## config.mk

```make
export PLATFORM = sky130hd
export DESIGN_NAME = sipo_deser
export DESIGN_NICKNAME = d
export VERILOG_FILES = /design/src/rtl/sipo_deser.sv
export SDC_FILE = /design/constraint.sdc
export NUM_CORES = 1
export LEC_CHECK = 0
export ABC_AREA = 1
export BUFFER_PORTS_ARGS = -buffer_cell sky130_fd_sc_hd__buf_2
export CORE_MARGIN = 2
export CORE_UTILIZATION = 56
export CTS_CLUSTER_SIZE = 30
export DETAILED_ROUTE_END_ITERATION = 8
export PLACE_DENSITY = 0.91
export SKIP_CTS_REPAIR_TIMING = 1
export SLEW_MARGIN = 20
export SYNTH_ARGS = -nofsm -noshare
export SYNTH_HDL_FRONTEND = slang
export SYNTH_SLANG_ARGS = --single-unit
export TNS_END_PERCENT = 30
```

## constraint.sdc

```tcl
create_clock -name C -period 2.6 [get_ports C]
set_input_delay 0.52 -clock C [delete_from_list [all_inputs] [get_ports C]]
set_output_delay 0.52 -clock C [all_outputs]
set_load 0.02 [all_outputs]
```

## src/rtl/sipo_deser.sv

```systemverilog
// Serial-in parallel-out deserializer: assembles W MSB-first bits into a registered word plus parity.
// Latency: P/PAR/V update on the same edge that samples the W-th enabled bit.
// Backpressure: none; EN gates sampling, FL drops a partial word, V is a single-cycle strobe.
module sipo_deser #(
    parameter int W = 8
) (
    input  logic                 C,
    input  logic                 nR,
    input  logic                 D,
    input  logic                 EN,
    input  logic                 FL,
    output logic [W-1:0]         P,
    output logic                 V,
    output logic [$clog2(W)-1:0] CNT,
    output logic                 PAR
);

    localparam int CW = $clog2(W);
    localparam logic [CW-1:0] LAST_BIT = CW'(W - 1);

    logic [W-1:0]  sr_q,  sr_d;
    logic [CW-1:0] cnt_q, cnt_d;
    logic [W-1:0]  p_q,   p_d;
    logic          par_q, par_d;
    logic          v_q,   v_d;

    always_comb begin
        sr_d  = sr_q;
        cnt_d = cnt_q;
        p_d   = p_q;
        par_d = par_q;
        v_d   = 1'b0;
        // Flush outranks enable so a bit presented alongside FL is dropped.
        if (FL) begin
            sr_d  = '0;
            cnt_d = '0;
        end else if (EN) begin
            sr_d = {sr_q[W-2:0], D};
            if (cnt_q == LAST_BIT) begin
                p_d   = sr_d;
                par_d = ^sr_d;
                v_d   = 1'b1;
                cnt_d = '0;
            end else begin
                cnt_d = cnt_q + CW'(1);
            end
        end
    end

    always_ff @(posedge C) begin
        if (!nR) begin
            sr_q  <= '0;
            cnt_q <= '0;
            p_q   <= '0;
            par_q <= 1'b0;
            v_q   <= 1'b0;
        end else begin
            sr_q  <= sr_d;
            cnt_q <= cnt_d;
            p_q   <= p_d;
            par_q <= par_d;
            v_q   <= v_d;
        end
    end

    assign P   = p_q;
    assign V   = v_q;
    assign CNT = cnt_q;
    assign PAR = par_q;

endmodule

```

==> Yosys cells after proc, flatten, opt, wreduce, memory -nomap -nowiden <==
Index checks and enable logic that the tools add are counted.
W data, S select, Z words.
{ "word_totals": {"ff_bits": 20, "latch_bits": 0, "ram_bits": 0, "romBits": 0, "in_bits": 5, "out_inout_bits": 13, "memories": 0} }
{ "classes": {"addsub": 1, "multipliers": 0, "div": 0, "order_cmp": 0, "n_eq_ne": 1, "shifts": 0, "muxes": 2, "bitwise": 3, "reduce_logical": 4} }
{ "op_table": {"columns": ["cell", "count"], "rows": [
  ["$reduce_xor A8 Y1", 1],
  ["$add A3 B1 Y3 const B", 1],
  ["$eq A3 B3 Y1 const B", 1],
  ["$mux W3", 1],
  ["$not A1 Y1", 3],
  ["$reduce_and A3 Y1", 1],
  ["$reduce_or A3 Y1", 1],
  ["$reduce_or A2 Y1", 1],
  ["$mux W1", 1]
]} }

==> Depth between registers and ports, before layout <==
{ "logic_depth": {"word_depth": 2, "mapped_depth": 9, "mapped_depth_nobuf": 9} }

==> Least setup slack after synthesis <==
OpenSTA, ideal clock, no wires.
{ "synth_timing": {"path_type": "register -> register", "from": "register cnt_q[0] (netlist: CNT[0])", "to": "register par_q (netlist: PAR)", "setup_ns": 0.109, "t_arrival_ns": 1.339, "slack_ns": 1.152, "stages_incl_launch_ff": 9, "n_path_buf": 1, "cell_sequence": "dfxtp_1 > ha_1 > ha_1 > nand2_4 > nor2_4 > buf_6 > nand3_1 > nand2_1 > inv_1"} }
{ "synth_between": {"elab_chain_cells": 2} }
{ "synth_rtl": {"columns": ["item", "line_no", "text"], "rows": [
  ["start, declared", "22", "logic [CW-1:0] cnt_q, cnt_d;"],
  ["start signal, assigned", "59", "cnt_q <= cnt_d;"],
  ["$eq A3 B3 Y1", "39", "if (cnt_q == LAST_BIT) begin"],
  ["$reduce_and A3 Y1 (no line)", null, null],
  ["end signal, assigned", "61", "par_q <= par_d;"],
  ["end, declared", "24", "logic par_q, par_d;"]
]} }
Every way passes these cells.
A chain may end at the register's enable or synchronous reset.

==> Worst setup path after layout <==
{ "layout_timing": {"from": "register cnt_q[0] (netlist: CNT[0])", "to": "register p_q[3] (netlist: P[3])"} }
{ "layout_between": {"elab_chain_cells": 2} }
{ "layout_rtl": {"columns": ["item", "line_no", "text"], "rows": [
  ["$eq A3 B3 Y1", "39", null],
  ["$reduce_and A3 Y1 (no line)", null, null],
  ["end signal, assigned", "60", "p_q <= p_d;"],
  ["end, declared", "23", "logic [W-1:0] p_q, p_d;"]
]} }
Every way passes these cells.

==> flow_metrics.py <==
metrics = {
    "run_status": {
        "status": "finished, final reports clean",
    },
    "routing": {
        "drt-initial-drc-count": 24,
        "firstDrtPassIters": 5,
        "antenna_left": 0,
        "drc": 0,
        "via_per_inst": 5.28,
        "wirelength_um": 1750,
        "routedWlPerCell_um": 11.0,
        "num_vias": 839,
    },
    "layout": {
        "fin_nets": 151,
        "area_delta_synth_final_pct": 14.2,
        "final_cell_mix": "41 x nand2_1, 20 x dfxtp_1, 17 x buf_2",
        "fin_cells": 159,
        "layout_commonest_cell": "nand2_1",
        "drive_gt1_share_pct": 20.3,
        "antennaDiodeCount": 0,
    },
    "worst_setup_path": {
        "cp_top_family": "flip-flops",
        "path_depth": 6,
        "crit_buf_inv": 0,
        "arrival_ns": 1.72,
        "cp_slowest_cell": "dfxtp_1",
        "cp_cell_sequence": "ha_1 > ha_1 > nand2_4 > nor2_4 > o21ai_0 > a21oi_1",
        "cp.required_ns": 2.85,
        "critical_path_class": "flop to flop",
        "critPathMaxFanout": 18,
        "slowest_delay_ns": 0.41,
        "ff2ff_path_depth": 6,
        "crit_top_cell": "ha_1",
        "endpoint_kind": "flop",
        "worst_setup_path_start_kind": "flop",
    },
    "placement": {
        "io_buffers": 17,
        "dp_cells": 155,
        "pre_cts_ws_ns": 1.06,
        "dp_hpwl_um": 1270,
        "place_congestion": 0.768,
    },
    "clock_tree": {
        "clock-root-buffer": "clkbuf_4",
        "numCtsBuffers": 3,
        "clk_pin_slew_worst_paths_ns": 0.12,
        "cts_tree": "built",
        "clock_path_buffers": 2,
        "cts.sinks": 20,
        "htree_levels": 1,
        "clock_latency_ns": 0.31,
    },
    "synthesis": {
        "synth-seq-area-share_pct": 43.6,
        "synth.net_count": 132,
        "async_reset_ff_share_pct": 0,
        "avgSynthCellArea_sq_um": 7.35,
        "syn_inst": 125,
        "synth_flop_cell": "dfxtp_1",
        "ys_ff_latch": 20,
        "yosys_warnings": 0,
        "synth.distinct_cells": 18,
        "synthesis.area_sq_um": 918,
        "synth-edff-count": 0,
    },
    "pwr": {
        "finalPower_mw": 0.624,
        "peakVddDrop_uv": 439,
        "power_per_cell_area_mw_per_mm2": 595,
        "cellLeakagePower_nw": 0.521,
    },
    "timing": {
        "whs_ns": 0.479,
        "timing.final.crit_period_ns": 1.47,
        "max_slew_margin_pct": 75.7,
        "period_share_pct": 56.7,
        "tns_ns": 0,
        "clock-skew-final_ns": 0.0110,
        "worst_pin_slew_ns": 0.364,
        "finalHoldViolations": 0,
        "slew_violations": 0,
        "worst_slack_ns": 1.13,
        "rsz0062_at_grt": "false",
        "setup_viol": 0,
        "fmax_ghz": 0.678,
    },
    "floorplan": {
        "rows": 14,
        "fp.dieW_um": 44.5,
        "die-area_sq_mm": 0.00198,
        "core_sq_mm": 0.00152,
        "initial_core_util_pct": 60.3,
        "io_pins": 18,
        "die_y_um": 44.5,
    },
    "global_route": {
        "antenna_found_initial": 0,
        "gr-total-overflow": 0,
        "grt_pass1_wl_um": 2990,
        "grt_max_degree": 19,
        "track_usage_pct": 20.5,
        "grt_pass1_vias": 763,
    },
    "min_path": {
        "hp-class": "primary input to flop",
        "holdPathStages": 2,
    },
    "run": {
        "maxCapViolations": 0,
    },
}
cells by family after synthesis:
logic type | Yosys count | share of synthesized area, %
flops | 20 | 43.6
buf+inv | 16 | 8.31
xor+xnor | 1 | 0.954
fa+ha+maj | 2 | 2.72
simple gates | 52 | 24.2
compound gates | 34 | 20.2
where the power goes:
group / total (mW) / internal, mW / switching [mW]
Sequential: 0.317 / 0.311 / 0.00539
Combinational: 0.0503 / 0.0167 / 0.0336
Clock: 0.257 / 0.156 / 0.101
through the flow:
| step | utilization (%) | instance area, sq um |
|---|---|---|
| floorplan | - | 918 |
| global placement | 65.4 | 996 |
| detailed placement | 65.4 | 996 |
| CTS | 68.8 | 1050 |
| global route | 68.8 | 1050 |
| finish | 68.8 | 1050 |
routing by layer:
metal	share of wire, %	wire length [um]	GRT usage (%)	vias up
li1	-	-	-	442
met4	1.9	34	10.9	0
met1	48	831	24.2	371
met5	0	0	0	-
met3	4.3	75	4.49	4
met2	46	807	34.2	22
final cells by class:
type                            instances  area (sq um)
Clock buffer                            3          22.5
Clock inverter                          1          30.0
Multi-Input combinational cell         89           442
Sequential cell                        20           400
Fill cell                             127           475
Timing Repair Buffer                   17          85.1
Tap cell                               16          20.0
Inverter                               13          48.8
synthesized netlist by cell type, types with 2 or more instances:
cell type	n	area, sq um
a21oi_1	16	80.1
o21ai_0	15	75.1
buf_6	2	22.5
nand2_1	41	154
nor2_4	2	22.5
nand3_1	3	15.0
nor2_1	4	15.0
inv_1	11	41.3
dfxtp_1	20	400
inv_2	2	7.51
ha_1	2	25.0
registers in the layout, summed over array words and instances, names as in the netlist:
name and flops:
sr_q 7, PAR 1, V 1, CNT 3
P 8
path summary, 6_finish.rpt:
| kind | startpoint | end | slack, ns |
|---|---|---|---|
| setup / recovery | CNT[0]$_SDFFE_PP0P_ | P[3]$_SDFFE_PN0P_ | 1.13 |
| hold reg to reg | CNT[2]$_SDFFE_PP0P_ | CNT[2]$_SDFFE_PP0P_ | 0.48 |
| setup reg to reg | CNT[0]$_SDFFE_PP0P_ | P[3]$_SDFFE_PN0P_ | 1.13 |
| hold / removal | FL | V$_SDFF_PP0_ | 0.48 |
Note: power is estimated with default switching activity, not from simulation.
